===== config.mk =====
export PLATFORM = sky130hd
export DESIGN_NAME = irrigation_scheduler
export DESIGN_NICKNAME = d
export VERILOG_FILES = /design/src/rtl/irrigation_scheduler.sv
export SDC_FILE = /design/constraint.sdc
export NUM_CORES = 1
export LEC_CHECK = 0
export CAP_MARGIN = 20
export CORE_UTILIZATION = 57
export CTS_CLUSTER_DIAMETER = 200
export DETAILED_ROUTE_END_ITERATION = 10
export GPL_ROUTABILITY_DRIVEN = 0
export MAX_ROUTING_LAYER = met4
export PLACE_DENSITY = 0.74
export SLEW_MARGIN = 40
export SYNTH_ARGS = -nofsm -noshare
export SYNTH_HDL_FRONTEND = slang
export SYNTH_SLANG_ARGS = --single-unit

===== constraint.sdc =====
create_clock -name clk -period 2.1 [get_ports clk]
set_input_delay 0.315 -clock clk [delete_from_list [all_inputs] [get_ports clk]]
set_output_delay 0.315 -clock clk [all_outputs]
set_load 0.03 [all_outputs]

===== src/rtl/irrigation_scheduler.sv =====
// Irrigation scheduler: synchronises and debounces the tank and climate
// sensors, checks the level probes for consistency, runs the inlet valve
// as a hysteresis latch, and sequences sprinkler/drip runs with a
// mandatory cooldown after each run.
module irrigation_scheduler #(
    parameter int DEBOUNCE_CYCLES = 4,
    parameter int IRRIG_CYCLES    = 16,
    parameter int COOLDOWN_CYCLES = 8
) (
    input  logic       clk,
    input  logic       rst_n,
    input  logic       high,
    input  logic       middle,
    input  logic       low,
    input  logic       soil_wet,
    input  logic       air_wet,
    input  logic       temp_high,
    output logic       valve_in,
    output logic       valve_sprinkler,
    output logic       valve_drip,
    output logic       alarm,
    output logic       error,
    output logic [2:0] state
);

    // The run timer must hold the larger of the two reload values.
    localparam int MAX_CYCLES = (IRRIG_CYCLES > COOLDOWN_CYCLES) ? IRRIG_CYCLES : COOLDOWN_CYCLES;
    localparam int TIMER_W    = ($clog2(MAX_CYCLES) < 1) ? 1 : $clog2(MAX_CYCLES);
    localparam logic [TIMER_W-1:0] IRRIG_LOAD    = TIMER_W'(IRRIG_CYCLES - 1);
    localparam logic [TIMER_W-1:0] COOLDOWN_LOAD = TIMER_W'(COOLDOWN_CYCLES - 1);

    // Debounce counter counts differing samples up to DEBOUNCE_CYCLES-1.
    localparam int DEB_W = $clog2(DEBOUNCE_CYCLES + 1);
    localparam logic [DEB_W-1:0] DEB_LAST = DEB_W'(DEBOUNCE_CYCLES - 1);

    // Settling window after reset covers synchroniser plus debouncer depth.
    localparam int SETTLE_W = $clog2(DEBOUNCE_CYCLES + 3);
    localparam logic [SETTLE_W-1:0] SETTLE_LAST = SETTLE_W'(DEBOUNCE_CYCLES + 1);

    typedef enum logic [2:0] {
        IDLE     = 3'd0,
        SPRINKLE = 3'd1,
        DRIP     = 3'd2,
        COOLDOWN = 3'd3,
        FAULT    = 3'd4
    } state_t;

    // Sensor bit order: 0 high, 1 middle, 2 low, 3 soil_wet, 4 air_wet, 5 temp_high.
    logic [5:0]       raw;
    logic [5:0]       sync_a;
    logic [5:0]       sync_b;
    logic [5:0]       filt;
    logic [DEB_W-1:0] deb_cnt [6];

    logic                high_filt;
    logic                middle_filt;
    logic                low_filt;
    logic                soil_filt;
    logic                air_filt;
    logic                temp_filt;
    logic                level_error;
    logic [SETTLE_W-1:0] settle_cnt;
    logic                settled;
    logic                request;
    logic                sprinkle_mode;

    state_t               fsm_state;
    state_t               fsm_next;
    logic [TIMER_W-1:0]   timer;
    logic [TIMER_W-1:0]   timer_next;

    assign raw = {temp_high, air_wet, soil_wet, low, middle, high};

    assign high_filt   = filt[0];
    assign middle_filt = filt[1];
    assign low_filt    = filt[2];
    assign soil_filt   = filt[3];
    assign air_filt    = filt[4];
    assign temp_filt   = filt[5];

    // Probes are nested: a higher probe wet while a lower one is dry is impossible.
    assign level_error = (high_filt & ~middle_filt) | (middle_filt & ~low_filt) | (high_filt & ~low_filt);

    // Irrigation is only requested once the filters hold real sensor data.
    assign request       = settled & ~soil_filt & ~alarm;
    assign sprinkle_mode = middle_filt & ~air_filt & ~temp_filt;

    assign state = fsm_state;

    // Two-flop synchroniser for every asynchronous sensor input.
    always_ff @(posedge clk or negedge rst_n) begin
        if (!rst_n) begin
            sync_a <= '0;
            sync_b <= '0;
        end else begin
            sync_a <= raw;
            sync_b <= sync_a;
        end
    end

    // Per-bit debouncer: the filtered value flips after DEBOUNCE_CYCLES consecutive differing samples.
    always_ff @(posedge clk or negedge rst_n) begin
        if (!rst_n) begin
            filt <= '0;
            for (int i = 0; i < 6; i++) begin
                deb_cnt[i] <= '0;
            end
        end else begin
            for (int i = 0; i < 6; i++) begin
                if (sync_b[i] == filt[i]) begin
                    deb_cnt[i] <= '0;
                end else if (deb_cnt[i] == DEB_LAST) begin
                    filt[i]    <= sync_b[i];
                    deb_cnt[i] <= '0;
                end else begin
                    deb_cnt[i] <= deb_cnt[i] + DEB_W'(1);
                end
            end
        end
    end

    // Settling counter keeps valves shut until the filters have accepted real inputs.
    always_ff @(posedge clk or negedge rst_n) begin
        if (!rst_n) begin
            settle_cnt <= '0;
            settled    <= 1'b0;
        end else if (!settled) begin
            if (settle_cnt == SETTLE_LAST) begin
                settled <= 1'b1;
            end else begin
                settle_cnt <= settle_cnt + SETTLE_W'(1);
            end
        end
    end

    // Registered level-error and alarm flags.
    always_ff @(posedge clk or negedge rst_n) begin
        if (!rst_n) begin
            error <= 1'b0;
            alarm <= 1'b0;
        end else begin
            error <= level_error;
            alarm <= level_error | ~low_filt;
        end
    end

    // Inlet valve hysteresis: open below middle, close at high; closing wins on any conflict.
    always_ff @(posedge clk or negedge rst_n) begin
        if (!rst_n) begin
            valve_in <= 1'b0;
        end else if (settled) begin
            if (high_filt | level_error) begin
                valve_in <= 1'b0;
            end else if (~middle_filt & ~level_error) begin
                valve_in <= 1'b1;
            end
        end
    end

    // State, timer and Moore valve outputs are registered together.
    always_ff @(posedge clk or negedge rst_n) begin
        if (!rst_n) begin
            fsm_state       <= IDLE;
            timer           <= '0;
            valve_sprinkler <= 1'b0;
            valve_drip      <= 1'b0;
        end else begin
            fsm_state       <= fsm_next;
            timer           <= timer_next;
            valve_sprinkler <= (fsm_next == SPRINKLE);
            valve_drip      <= (fsm_next == DRIP);
        end
    end

    // Next-state and timer logic; an active alarm overrides every other transition.
    always_comb begin
        fsm_next   = fsm_state;
        timer_next = timer;
        if (alarm) begin
            fsm_next   = FAULT;
            timer_next = '0;
        end else begin
            case (fsm_state)
                IDLE: begin
                    if (request) begin
                        timer_next = IRRIG_LOAD;
                        fsm_next   = sprinkle_mode ? SPRINKLE : DRIP;
                    end
                end
                SPRINKLE, DRIP: begin
                    if ((timer == '0) || soil_filt) begin
                        fsm_next   = COOLDOWN;
                        timer_next = COOLDOWN_LOAD;
                    end else begin
                        timer_next = timer - TIMER_W'(1);
                        if ((fsm_state == SPRINKLE) && !middle_filt) begin
                            fsm_next = DRIP;
                        end
                    end
                end
                COOLDOWN: begin
                    if (timer == '0) begin
                        fsm_next = IDLE;
                    end else begin
                        timer_next = timer - TIMER_W'(1);
                    end
                end
                FAULT: begin
                    fsm_next   = COOLDOWN;
                    timer_next = COOLDOWN_LOAD;
                end
                default: begin
                    fsm_next   = IDLE;
                    timer_next = '0;
                end
            endcase
        end
    end

endmodule


==> summary.txt, run 1 <==
Clock network
  • Clk sinks: 52
  • Post-CTS sizing: 0
  • CTS Root Cell: clkbuf_8
  • Clock transition at path regs: 80 ps
  • Depth of the CTS H-tree: 2
  • Hold_buf cts: 0
  • CTS tree: built
  • Setup Buffers After CTS: 0
  • Num CTS Buffers: 5
  • Longest Clk Path Bufs: 2
  • Worst-Skew Late Latency: 290 ps

Global routing
  • Pin count of the biggest net entering global routing: 35
  • Total GRT Usage: 19.65%
  • Initial antenna violation count: 0
  • Grt ovf: 0
  • Vias in the first global route: 1332
  • Wire length of the first global-routing pass: 5.747 mm

Synth
  • Post-synth EDFFs: 0
  • Most numerous cell in the Yosys netlist: dfrtp_1
  • Largest area contributor in the netlist: dfrtp_1
  • #FFs+latches synth: 52
  • Avg Cell Area, Syn: 12.69 um^2
  • Register area share after synthesis: 61.76%
  • Syn Nets: 183
  • Post-Synthesis Cells: 166
  • Synthesis Warnings: 0
  • Async set or reset register ratio after synthesis: 100.0%
  • Synth area leaders: dfrtp_1 62%, ha_1 5.3%, nor3b_1 3.9%
  • Post-synth top cells: 52 x dfrtp_1, 13 x nor3_1, 11 x nor2b_1, 11 x nor3b_1, 9 x ha_1
  • Share of the synthesized area in the top cell type: 61.76%
  • Post-synth design cell area: 2107 um^2
  • Synth unique cells: 33
  • Main synth FF type: dfrtp_1

Placed design
  • PortBufs: 15
  • DP HPWL: 2.439 mm
  • Placed Area: 2317 um^2

Finish
  • FILL cells: 254
  • Net count of the finished layout: 205
  • Area grow syn2layout: 14.67%
  • Post-route design area: 2416 um^2
  • Antenna diodes: 0
  • Layout cells sized above 1: 9.091%

Setup path
  • Slowest CP cell: clkdlybuf4s50_1
  • Crit end category: primary output
  • Crit-path leading delay family: buffers and inverters
  • Data required, critical path: 1780 ps
  • Critical path launch point type: register
  • Critical path cell sequence: clkdlybuf4s50_1
  • FF-to-FF path depth: 6
  • Worst R2R Start: timer[0]$_DFFE_PN0P_
  • Worst R2R Setup Slack: 150 ps
  • Highest fanout seen on the critical path: 15
  • Reg2Reg Capture Point: valve_drip$_DFF_PN0_
  • CP endpoint: state[2]
  • CP startpoint: state[2]$_DFF_PN0_
  • Crit Path Category: register to primary output
  • Worst Path Buf+Inv: 1
  • Worst path depth: 1
  • Critical path's largest stage delay: 760 ps
  • CP arrival: 1700 ps

Floorplanning
  • Core footprint: 3442 um^2
  • Die W: 62.80 um
  • Initial Utilization: 61.21%
  • Die area: 3944 um^2
  • IO Count: 16
  • Die height: 62.80 um
  • Row cnt: 21

Routing
  • Wire length per cell: 13.95 um
  • Detailed Routing Iterations Pass 1: 4
  • # DRC: 0
  • Final ANT Viol Nets: 0
  • Total number of vias: 1258
  • Final WL: 3.250 mm
  • Vias/cell: 5.399
  • Iteration-0 DRC Markers: 49

Timing
  • Tcrit/Tclk final: 96.11%
  • Setup TNS: 0 ps
  • Tightest Pin Transition: 723.8 ps
  • RSZ-0062 raised after global routing: no
  • Clock skew: 4.056 ps
  • Final hold vios: 0
  • FMAX: 0.4955 GHz
  • Final setup vio count: 0
  • Min Tclk post-route: 2018 ps
  • Relative slew slack: 51.75%
  • Pins over their slew limit: 0

Job
  • Max-Cap Viols: 0

Power
  • Worst VDD drop: 677.2 uV
  • Final Total Pwr: 3.382 mW
  • Pwr per Cell Area: 1400 nW/um^2
  • Leakage: 1.052 nW

Worst hold path
  • Worst Hold Class: primary input to asynchronous set/reset pin

Run status
  • Status: finished clean
==> through the flow <==
stage / util, % / cells / setup slack [ps] / hold slack (ps)
floorplan: - / 166 / 249.5 / 19.41
global placement: 67.32 / 227 / 201.5 / 331.2
detailed placement: 67.32 / 227 / 176.3 / 334.7
CTS: 70.19 / 233 / 76.37 / 93.88
global route: 70.19 / 233 / 5.036 / 115.2
finish: 70.19 / 233 / 81.74 / 76.35
==> cell usage in the layout, fill, tap and decap left out, types with 2 or more instances in the layout <==
| cell | n |
|---|---|
| nor2b_1 | 11 |
| nand2_1 | 5 |
| o2bb2ai_1 | 3 |
| a21oi_1 | 4 |
| a21o_1 | 3 |
| clkbuf_8 | 5 |
| and2_1 | 2 |
| o21ai_0 | 7 |
| mux2_2 | 3 |
| xnor2_1 | 8 |
| a22oi_1 | 2 |
| dfrtp_1 | 52 |
| nor2_1 | 7 |
| ha_1 | 9 |
| clkdlybuf4s50_1 | 14 |
| buf_4 | 2 |
| inv_1 | 8 |
| nor3b_1 | 11 |
| nor3_1 | 13 |
==> cell families after synthesis <==
logic type               share of synthesized area [%]
multiplexers                                     1.603
adder cells (fa/ha/maj)                          5.345
AO/OA/AOI/OAI                                    10.45
buffers and inverters                            1.782
XOR/XNOR                                         3.741
flip-flops                                       61.76
AND/OR/NAND/NOR                                  15.32
==> layout make-up <==
| type | count | area, um^2 | share of cell area [%] |
|---|---|---|---|
| Inverter | 8 | 30.03 | 1.243 |
| Clock inverter | 1 | 30.03 | 1.243 |
| Sequential cell | 52 | 1301 | 53.86 |
| Clock buffer | 5 | 68.82 | 2.848 |
| Timing Repair Buffer | 17 | 160.2 | 6.629 |
| Multi-Input combinational cell | 104 | 768.2 | 31.80 |
| Tap cell | 46 | 57.56 | 2.382 |
==> where the power goes <==
group	switching [mW]	internal [mW]	leakage (nW)
Sequential	0.253	1.25	0.644
Combinational	0.670	0.578	0.358
Clock	0.284	0.342	0.0501
Total	1.21	2.18	1.05
==> layer usage <==
layer	up-vias	global-route usage (%)	wire length, um	part of all wire [%]
li1	625	-	-	-
met1	615	22.90	1458	45
met2	16	33.42	1714	53
met3	2	4.927	58	1.8
met4	0	6.105	18	0.55
met5	-	-	0	0
==> state kept, by name, indices dropped and copies added, names as in the netlist <==
register	count
alarm	1
deb_cnt	18
error	1
filt	6
settle_cnt	3
settled	1
state	3
sync_a	6
sync_b	6
timer	4
valve_drip	1
valve_in	1
valve_sprinkler	1
==> worst min path at each step <==
stage | cells past startpoint | endpoint | startpoint
after floorplan | 0 | alarm$_DFF_PN0_ | rst_n
after global placement | 0 | sync_b[2]$_DFF_PN0_ | sync_a[2]$_DFF_PN0_
after detailed placement | 0 | sync_b[1]$_DFF_PN0_ | sync_a[1]$_DFF_PN0_
after CTS | 1 | deb_cnt[4]$_DFF_PN0_ | rst_n
after global routing | 1 | deb_cnt[5]$_DFF_PN0_ | rst_n
final | 1 | sync_b[4]$_DFF_PN0_ | rst_n
No activity file was read; power rests on OpenSTA's default activity.
==> run 2, diff against run 1 <==
==> constraint.sdc (replaced) <==
create_clock -name clk -period 2.1 [get_ports clk]
set_input_delay 0.42 -clock clk [delete_from_list [all_inputs] [get_ports clk]]
set_output_delay 0.42 -clock clk [all_outputs]
set_load 0.03 [all_outputs]
==> summary.txt, run 2 (same netlist as run 1, synthesis figures left out) <==
Routing
  • Total number of vias: 1327
  • Wire length per cell: 14.42 um
  • Vias/cell: 5.623
  • Iteration-0 DRC Markers: 67
  • Final WL: 3.403 mm
  • Final ANT Viol Nets: 0
  • # DRC: 0
  • Detailed Routing Iterations Pass 1: 4

Finish
  • FILL cells: 233
  • Commonest non-fill, non-tap cell in the layout: dfrtp_1
  • Non-Filler Instances: 236
  • Layout cells sized above 1: 10.00%
  • Net count of the finished layout: 206
  • Antenna diodes: 0
  • Number of flip-flops in the largest register: 18
  • Biggest register: deb_cnt
  • Most frequent cells in the layout: 52 x dfrtp_1, 14 x clkdlybuf4s50_1, 13 x nor3_1, 11 x nor2b_1, 11 x nor3b_1
  • Area grow syn2layout: 15.44%

Setup path
  • Critical path launch point type: register
  • Highest fanout seen on the critical path: 4
  • CP arrival: 2170 ps
  • Crit Path Category: register to register
  • Worst R2R Setup Slack: 130 ps
  • Data required, critical path: 2300 ps
  • Worst R2R Start: timer[0]$_DFFE_PN0P_
  • CP startpoint: timer[0]$_DFFE_PN0P_
  • Crit end category: register

Clock network
  • CTS Root Cell: clkbuf_8
  • CTS tree: built
  • Longest Clk Path Bufs: 2
  • Depth of the CTS H-tree: 2
  • Worst-Skew Late Latency: 300 ps
  • Hold_buf cts: 0
  • Post-CTS sizing: 0
  • Clk sinks: 52
  • Clock transition at path regs: 90 ps
  • Setup Buffers After CTS: 0
  • Num CTS Buffers: 5

Global routing
  • Pin count of the biggest net entering global routing: 21
  • Total GRT Usage: 21.53%
  • Vias in the first global route: 1398
  • Grt ovf: 0
  • Wire length of the first global-routing pass: 6.127 mm
  • Initial antenna violation count: 0

Power
  • Leakage: 1.061 nW
  • Worst VDD drop: 619.7 uV
  • Pwr per Cell Area: 1418 nW/um^2

Timing
  • Clock skew: 5.142 ps
  • Min Tclk post-route: 1967 ps
  • Pins over their slew limit: 0
  • FMAX: 0.5083 GHz
  • Setup TNS: 0 ps
  • Relative slew slack: 65.99%
  • Final setup vio count: 0
  • RSZ-0062 raised after global routing: no
  • Final hold vios: 0
  • Final worst slack: 132.8 ps
  • Tightest Pin Transition: 508.2 ps
  • Tcrit/Tclk final: 93.67%

Placed design
  • Post-Place Cells: 228
  • PortBufs: 15
  • DP HPWL: 2.499 mm
  • Pre-CTS WS: 169.5 ps

Floorplanning
  • Die height: 62.80 um
  • Core footprint: 3442 um^2
  • Die area: 3944 um^2
  • Die W: 62.80 um
  • Initial Utilization: 61.21%
  • IO Count: 16
  • Row cnt: 21

Run status
  • Status: finished clean

Job
  • Max-Cap Viols: 0

Worst hold path
  • Worst Hold Class: primary input to asynchronous set/reset pin
-- run 2: changes by cell type in the layout (fill, tap and decap cells not counted), sizes merged --
cell    previous run  this run
buf                3         4
clkbuf             5         6
clkinv             0         1
-- run 2: area by class of cell --
class	count	area, um^2	area share [%]
Multi-Input combinational cell	104	768.2	31.58
Sequential cell	52	1301	53.50
Tap cell	46	57.56	2.366
Timing Repair Buffer	18	167.7	6.893
Clock buffer	6	72.57	2.984
Inverter	8	30.03	1.235
Clock inverter	2	35.03	1.440
-- run 2: power breakdown --
group          total, mW  internal (mW)  switching [mW]
Combinational       1.31          0.593           0.713
Clock              0.657          0.353           0.304
Sequential          1.49           1.26           0.232
Total               3.45           2.20            1.25
-- run 2: routing by layer --
layer / vias up / global-route usage, % / wire length (um)
met2: 33 / 36.41 / 1819
li1: 629 / - / -
met5: - / - / 0
met4: 0 / 10.76 / 87
met3: 9 / 5.292 / 107
met1: 656 / 23.60 / 1389
-- run 2: through the flow --
step	hold slack (ps)	util, %	total power [mW]	instance area, um^2
after global routing	65.85	70.67	3.689	2432
after global placement	331.8	67.54	2.709	2325
final	40.77	70.67	3.450	2432
after floorplan	124.4	-	2.393	2107
after CTS	51.51	70.67	3.476	2432
after detailed placement	336.3	67.54	2.799	2325
-- run 2: worst paths after layout --
path	endpoint	cells past startpoint
max reg2reg	valve_sprinkler$_DFF_PN0_	6
min	sync_b[1]$_DFF_PN0_	1
max	valve_sprinkler$_DFF_PN0_	6
min in group clk	sync_b[4]$_DFF_PN0_	0
max in group asynchronous	settle_cnt[2]$_DFFE_PN0P_	2
min reg2reg	sync_b[4]$_DFF_PN0_	0
-- run 2: critical path, cell delays in order (launching register included) --
cell and delay, ps:
dfrtp_1 410, inv_1 70, ha_1 190, or3b_4 410, a32o_1 300, a221o_1 300
nor3_1 190
